File: config.mk
export PLATFORM = sky130hd
export DESIGN_NAME = cpu16_mem_arb_flat
export DESIGN_NICKNAME = d
export VERILOG_FILES = /design/src/rtl/cpu16_mem_arb_if.sv /design/src/rtl/cpu16_mem_arb.sv /design/src/flat_wrapper.sv
export SDC_FILE = /design/constraint.sdc
export NUM_CORES = 1
export LEC_CHECK = 0
export ABC_AREA = 1
export CORE_UTILIZATION = 34
export CTS_CLUSTER_SIZE = 25
export DETAILED_ROUTE_END_ITERATION = 8
export PLACE_DENSITY = 0.83
export SLEW_MARGIN = 20
export SYNTH_ARGS = -nofsm -noshare
export SYNTH_HDL_FRONTEND = slang
export SYNTH_SLANG_ARGS = --single-unit
File: constraint.sdc
create_clock -name clk -period 2.6 [get_ports clk]
set_input_delay 0.26 -clock clk [delete_from_list [all_inputs] [get_ports clk]]
set_output_delay 0.26 -clock clk [all_outputs]
set_load 0.005 [all_outputs]
File: src/rtl/cpu16_mem_arb_if.sv
// cpu16_mem_arb_if: fetch, data and SRAM signal bundle around the cpu16 memory arbiter
interface cpu16_mem_arb_if;
    logic [15:0] ins_rd_addr;
    logic        ins_rd_req;
    logic [15:0] ins_rd_data;
    logic        ins_rd_rdy;
    logic [15:0] dat_rw_addr;
    logic [15:0] dat_wr_data;
    logic        dat_rd_req;
    logic        dat_wr_req;
    logic [15:0] dat_rd_data;
    logic        dat_rd_rdy;
    logic        dat_wr_rdy;
    logic [15:0] mem_addr;
    logic [15:0] mem_wdata;
    logic        mem_re;
    logic        mem_we;
    logic [15:0] mem_rdata;
    logic [15:0] ins_stall_cnt;

    modport slave (
        input  ins_rd_addr, ins_rd_req, dat_rw_addr, dat_wr_data, dat_rd_req, dat_wr_req, mem_rdata,
        output ins_rd_data, ins_rd_rdy, dat_rd_data, dat_rd_rdy, dat_wr_rdy,
               mem_addr, mem_wdata, mem_re, mem_we, ins_stall_cnt
    );

    modport master (
        output ins_rd_addr, ins_rd_req, dat_rw_addr, dat_wr_data, dat_rd_req, dat_wr_req, mem_rdata,
        input  ins_rd_data, ins_rd_rdy, dat_rd_data, dat_rd_rdy, dat_wr_rdy,
               mem_addr, mem_wdata, mem_re, mem_we, ins_stall_cnt
    );
endinterface

File: src/rtl/cpu16_mem_arb.sv
// cpu16_mem_arb: shares one single-port SRAM between cpu16 fetch and data ports, data first with bounded fetch starvation
module cpu16_mem_arb #(
    parameter int unsigned DATA_RUN_MAX = 4
) (
    input  logic           clk,
    input  logic           reset,
    cpu16_mem_arb_if.slave bus
);
    typedef enum logic [1:0] {NONE, INS, DRD, DWR} grant_t;

    localparam logic [3:0] RUN_MAX = 4'(DATA_RUN_MAX);

    grant_t      r_last_grant;
    grant_t      w_grant;
    logic [3:0]  r_run_cnt;
    logic [3:0]  w_run_nxt;
    logic [15:0] r_stall_cnt;
    logic        r_ins_rdy;
    logic        r_drd_rdy;
    logic        r_dwr_rdy;
    logic        w_force;
    logic        w_dat;

    // Grant select: store over load over fetch, except a fetch is forced once the data run hits its limit; nothing is granted in reset
    always_comb begin
        w_force   = bus.ins_rd_req && (r_run_cnt == RUN_MAX);
        w_grant   = !reset          ? NONE :
                    w_force         ? INS  :
                    bus.dat_wr_req  ? DWR  :
                    bus.dat_rd_req  ? DRD  :
                    bus.ins_rd_req  ? INS  : NONE;
        w_dat     = (w_grant == DRD) || (w_grant == DWR);
        w_run_nxt = (!bus.ins_rd_req || w_grant == INS) ? 4'd0 :
                    w_dat ? r_run_cnt + 4'd1 : r_run_cnt;
    end

    assign bus.mem_re        = (w_grant == INS) || (w_grant == DRD);
    assign bus.mem_we        = w_grant == DWR;
    assign bus.mem_addr      = w_dat ? bus.dat_rw_addr : bus.ins_rd_addr;
    assign bus.mem_wdata     = bus.dat_wr_data;
    assign bus.ins_rd_data   = bus.mem_rdata;
    assign bus.dat_rd_data   = bus.mem_rdata;
    assign bus.ins_rd_rdy    = r_ins_rdy;
    assign bus.dat_rd_rdy    = r_drd_rdy;
    assign bus.dat_wr_rdy    = r_dwr_rdy;
    assign bus.ins_stall_cnt = r_stall_cnt;

    // Capture the grant, raise its dedicated ack flop next cycle and track the data run length
    always_ff @(posedge clk or negedge reset) begin
        if (!reset) begin
            r_last_grant <= NONE;
            r_ins_rdy    <= 1'b0;
            r_drd_rdy    <= 1'b0;
            r_dwr_rdy    <= 1'b0;
            r_run_cnt    <= 4'd0;
        end else begin
            r_last_grant <= w_grant;
            r_ins_rdy    <= w_grant == INS;
            r_drd_rdy    <= w_grant == DRD;
            r_dwr_rdy    <= w_grant == DWR;
            r_run_cnt    <= w_run_nxt;
        end
    end

    // Count cycles a fetch waits without a grant, sticking at all-ones
    always_ff @(posedge clk or negedge reset) begin
        if (!reset)
            r_stall_cnt <= 16'd0;
        else if (bus.ins_rd_req && w_grant != INS && r_stall_cnt != 16'hFFFF)
            r_stall_cnt <= r_stall_cnt + 16'd1;
    end

    a_ack_onehot: assert property (@(posedge clk) disable iff (!reset)
        $onehot0({r_ins_rdy, r_drd_rdy, r_dwr_rdy}) && (r_ins_rdy == (r_last_grant == INS)));
endmodule

File: src/flat_wrapper.sv
// flat-port wrapper written by rule: the top's interface ports become plain ports
module cpu16_mem_arb_flat 
#(
    parameter int unsigned DATA_RUN_MAX = 4
)
  (clk, reset, bus_ins_rd_addr, bus_ins_rd_req, bus_dat_rw_addr, bus_dat_wr_data, bus_dat_rd_req, bus_dat_wr_req, bus_mem_rdata, bus_ins_rd_data, bus_ins_rd_rdy, bus_dat_rd_data, bus_dat_rd_rdy, bus_dat_wr_rdy, bus_mem_addr, bus_mem_wdata, bus_mem_re, bus_mem_we, bus_ins_stall_cnt);
  cpu16_mem_arb_if bus_i ();
  input  logic clk;
  input  logic reset;
  input wire logic [$bits(bus_i.ins_rd_addr)-1:0] bus_ins_rd_addr;
  input wire logic [$bits(bus_i.ins_rd_req)-1:0] bus_ins_rd_req;
  input wire logic [$bits(bus_i.dat_rw_addr)-1:0] bus_dat_rw_addr;
  input wire logic [$bits(bus_i.dat_wr_data)-1:0] bus_dat_wr_data;
  input wire logic [$bits(bus_i.dat_rd_req)-1:0] bus_dat_rd_req;
  input wire logic [$bits(bus_i.dat_wr_req)-1:0] bus_dat_wr_req;
  input wire logic [$bits(bus_i.mem_rdata)-1:0] bus_mem_rdata;
  output wire logic [$bits(bus_i.ins_rd_data)-1:0] bus_ins_rd_data;
  output wire logic [$bits(bus_i.ins_rd_rdy)-1:0] bus_ins_rd_rdy;
  output wire logic [$bits(bus_i.dat_rd_data)-1:0] bus_dat_rd_data;
  output wire logic [$bits(bus_i.dat_rd_rdy)-1:0] bus_dat_rd_rdy;
  output wire logic [$bits(bus_i.dat_wr_rdy)-1:0] bus_dat_wr_rdy;
  output wire logic [$bits(bus_i.mem_addr)-1:0] bus_mem_addr;
  output wire logic [$bits(bus_i.mem_wdata)-1:0] bus_mem_wdata;
  output wire logic [$bits(bus_i.mem_re)-1:0] bus_mem_re;
  output wire logic [$bits(bus_i.mem_we)-1:0] bus_mem_we;
  output wire logic [$bits(bus_i.ins_stall_cnt)-1:0] bus_ins_stall_cnt;
  assign bus_i.ins_rd_addr = bus_ins_rd_addr;
  assign bus_i.ins_rd_req = bus_ins_rd_req;
  assign bus_i.dat_rw_addr = bus_dat_rw_addr;
  assign bus_i.dat_wr_data = bus_dat_wr_data;
  assign bus_i.dat_rd_req = bus_dat_rd_req;
  assign bus_i.dat_wr_req = bus_dat_wr_req;
  assign bus_i.mem_rdata = bus_mem_rdata;
  assign bus_ins_rd_data = bus_i.ins_rd_data;
  assign bus_ins_rd_rdy = bus_i.ins_rd_rdy;
  assign bus_dat_rd_data = bus_i.dat_rd_data;
  assign bus_dat_rd_rdy = bus_i.dat_rd_rdy;
  assign bus_dat_wr_rdy = bus_i.dat_wr_rdy;
  assign bus_mem_addr = bus_i.mem_addr;
  assign bus_mem_wdata = bus_i.mem_wdata;
  assign bus_mem_re = bus_i.mem_re;
  assign bus_mem_we = bus_i.mem_we;
  assign bus_ins_stall_cnt = bus_i.ins_stall_cnt;
  cpu16_mem_arb #(.DATA_RUN_MAX(DATA_RUN_MAX)) u_core (.clk(clk), .reset(reset), .bus(bus_i));
endmodule
==> Flow_metrics.wiki <==
{| class="wikitable"
! Metric !! Value
|-
| Critical path data arrival time || 2.27 ns
|-
| Area inside the core boundary || 5540 sq um
|-
| Final Instance Area || 2670 sq um
|-
| Transition time at the pin with the least slew margin || 0.298 ns
|-
| Clock-pin slew on the worst setup and hold paths || 0.08 ns
|-
| Filler Cells Inserted || 543
|-
| Final HPWL from detailed placement || 3.84 mm
|-
| Crit path launch type || flop
|-
| Total number of yosys warnings || 0
|-
| Critical-path top delay cell || sky130_fd_sc_hd__dfrtp_1
|-
| Post-Synthesis Cells || 287
|-
| Most common library cells after synthesis || sky130_fd_sc_hd__nand2_1 (115), sky130_fd_sc_hd__buf_4 (48), sky130_fd_sc_hd__dfrtp_1 (23), sky130_fd_sc_hd__nor2_1 (23), sky130_fd_sc_hd__inv_1 (19)
|-
| Overall Global Routing Usage || 17.3%
|-
| Most used flip-flop cell after synthesis || sky130_fd_sc_hd__dfrtp_1
|-
| Average wire per cell in the routed design || 12.4 um
|-
| Static Leak || 1.26 nW
|-
| Mean area per synthesized cell || 6.84 sq um
|-
| Count of buffers from port buffering || 73
|-
| Final number of max-transition violations || 0
|-
| Capture point of the worst reg-to-reg path || u_core.bus.ins_stall_cnt[12]
|-
| Area share of the largest cell type after synthesis || 29.3%
|-
| Synth unique cells || 24
|-
| Gpl congestion || 0.829
|-
| Chain of cells forming the critical path || inv_2, ha_4, nand2_4, nor3_4, buf_4, buf_4, nor3_4, ha_4, nor2_4, buf_6, buf_6, buf_6, nand2_2, nand2_1, buf_2
|-
| FF-to-FF path depth || 17
|-
| Max-cap viol count || 0
|-
| Layout cell share with drive strength beyond 1 || 22.0%
|-
| Number of antenna violations at the first check in global routing || 0
|-
| Required @ worst endpoint || 2.34 ns
|-
| First-pass GRT wire length || 8.31 mm
|-
| Mapped cell area || 1960 sq um
|-
| Vias in the first global route || 1844
|-
| Crit Path Max Fanout || 5
|-
| Die width || 78.0 um
|-
| Share of the cycle needed by the critical path after routing || 97.1%
|-
| Register cell area after layout || 576 sq um
|-
| Remaining antenna violation count after routing || 0
|-
| Worst hold slack || 0.446 ns
|-
| Area of combinational cells with multiple inputs || 1010 sq um
|-
| Final hold vios || 0
|-
| Time the worst path needs with I/O delays and setup || 2.53 ns
|-
| Synth top area cells || sky130_fd_sc_hd__dfrtp_1 (29%), sky130_fd_sc_hd__nand2_1 (22%), sky130_fd_sc_hd__buf_4 (18%)
|-
| Number of search-and-repair iterations in the first detailed-routing pass || 4
|-
| Most common cell on crit path || sky130_fd_sc_hd__buf_6
|-
| Type of the worst min-delay path || input port to async pin
|-
| Number of flip-flops and latches in the synthesized netlist || 23
|-
| Power per standard cell area || 435 nW/um^2
|-
| Top-count cell post-synth || sky130_fd_sc_hd__nand2_1
|-
| Peak VDD IR || 0.000209 V
|-
| Critical path type || flop to output pin
|-
| Mean number of vias per cell || 4.65
|-
| Insertion delay to the later sink of the worst-skew pair || 0.27 ns
|-
| Crit path largest cell delay || 0.37 ns
|-
| Number of sinks driven by the clock tree || 23
|-
| Die area || 6090 sq um
|-
| Initial core utilization || 35.5%
|-
| DRC Markers || 0
|-
| Net count of the mapped netlist || 362
|-
| Number of CTS-inserted buffers || 3
|-
| Final setup viols || 0
|-
| # IOs || 154
|-
| Global-route congestion overflow total || 0
|-
| Antenna diode count || 0
|-
| RSZ-0062 raised after global routing || true
|-
| R2R setup slack || 0.28 ns
|-
| DP Area || 2480 sq um
|-
| Setup tns final || 0 ns
|-
| Std-Cell Rows || 27
|-
| Net total in the final layout || 412
|-
| Via count of the routed design || 1899
|-
| Number of synthesized flops with an enable pin || 0
|-
| Status || finished, final reports clean
|-
| CTS tree || yes
|-
| 1st-iter DRT viols || 140
|-
| Maximum number of pins on one net before global-route repair || 24
|-
| Startpoint of the worst-slack reg-to-reg timing path || u_core.r_run_cnt[0]
|-
| Post-synthesis async set-or-reset flop share || 100%
|-
| Max Clk Rate || 396 MHz
|-
| Final wirelength || 5.06 mm
|-
| Cell chosen for the clock root || sky130_fd_sc_hd__clkbuf_8
|-
| Vertical die dimension || 78.0 um
|-
| Area added between synthesis and finish || 36.1%
|-
| CP endpoint kind || output pin
|-
| CTS HTree Levels || 1
|-
| Largest buffer count on any clock path || 2
|-
| Sequential share of the synthesized area || 29.3%
|-
| Rel. slew slack || 80.1%
|-
| Setup skew after layout || 0.00481 ns
|-
| Cell type with the highest aggregate area in the netlist || sky130_fd_sc_hd__dfrtp_1
|}
-- layout make-up --
type                    instances  area share, %
inverters                      20           2.90
flip-flops and latches         23           21.5
clock buffers                   4           1.68
repair buffers                 97           32.6
well taps                      72           3.37
multi-input cells             192           38.0
-- power by group --
part | internal [mW] | switching [mW]
sequential | 0.403 | 0.0669
clock | 0.110 | 0.117
combinational | 0.268 | 0.199
total | 0.781 | 0.383
-- kinds of logic (layout without fill, tap and decap cells) --
kind of cell               after synthesis  after routing  share of synthesized area (%)
xor gates and xnor gates                 6              6                           2.68
AOI/OAI and AO/OA                       13             13                           4.14
adders and majority gates                6              6                           3.82
and+or+nand+nor                        167            167                           36.4
buffers and inverters                   72            121                           23.7
DFF                                     23             23                           29.3
-- critical path: cells and delay by family, from the launching register on --
family        cells  cell delay [ns]
simple gates      6             0.49
flops             1             0.37
fa+ha+maj         2             0.36
buf+inv           7             0.77
-- worst max path at each step --
stage | from | end | cells past startpoint
CTS | u_core.r_run_cnt[0] | bus_mem_addr[2] | 15
finish | u_core.r_run_cnt[0] | bus_mem_addr[11] | 15
floorplan | u_core.r_run_cnt[1] | bus_mem_addr[10] | 13
global route | u_core.r_run_cnt[0] | bus_mem_addr[11] | 15
detailed placement | bus_ins_rd_req | bus_mem_addr[11] | 12
global placement | bus_ins_rd_req | bus_mem_addr[5] | 12
-- stage by stage --
step | power (mW) | std cells | util, % | worst slack [ns]
6_report | 1.16 | 408 | 48.3 | 0.0747
4_1_cts | 1.18 | 410 | 48.1 | -0.0319
3_5_place_dp | 0.915 | 391 | 44.7 | -0.279
3_3_place_gp | 0.906 | 391 | 44.7 | -0.159
2_1_floorplan | 0.711 | 287 | - | 0.316
5_1_grt | 1.25 | 408 | 48.3 | -0.0402
-- metal layers --
| layer | global-route usage (%) | vias to the layer above | share of wire (%) |
|---|---|---|---|
| li1 | - | 934 | - |
| met1 | 19.1 | 857 | 37 |
| met2 | 32.4 | 92 | 53 |
| met3 | 4.53 | 16 | 7.0 |
| met4 | 4.63 | 0 | 2.5 |
| met5 | 0 | - | 0 |
-- what timing repair did --
item / CTS / global route
gates resized for setup: 92 / 6
hold buffers: 0 / 0
buffers inserted: 13 / 1
pin swaps: 10 / 6
gates cloned: 2 / 0
endpoints found under the setup margin: 18 / 18
-- state kept, by name (all words and copies together) (netlist names) --
| signal | count |
|---|---|
| u_core.bus.dat_wr_rdy | 1 |
| u_core.bus.dat_rd_rdy | 1 |
| u_core.r_run_cnt | 4 |
| u_core.bus.ins_stall_cnt | 16 |
| u_core.bus.ins_rd_rdy | 1 |
-- layout by cell type, fill, tap and decap left out, drive strengths merged --
cell / n
dlygate4sd2: 1
nand2: 119
dfrtp: 23
xor2: 1
nand3b: 3
inv: 20
nor2: 29
nand3: 8
xnor2: 5
clkbuf: 4
a21oi: 3
a31oi: 1
buf: 39
clkdlybuf4s50: 56
o21ai: 9
dlymetal6s2s: 1
nor3: 3
nand4: 5
ha: 6
Note: power is estimated with default switching activity, not from simulation.
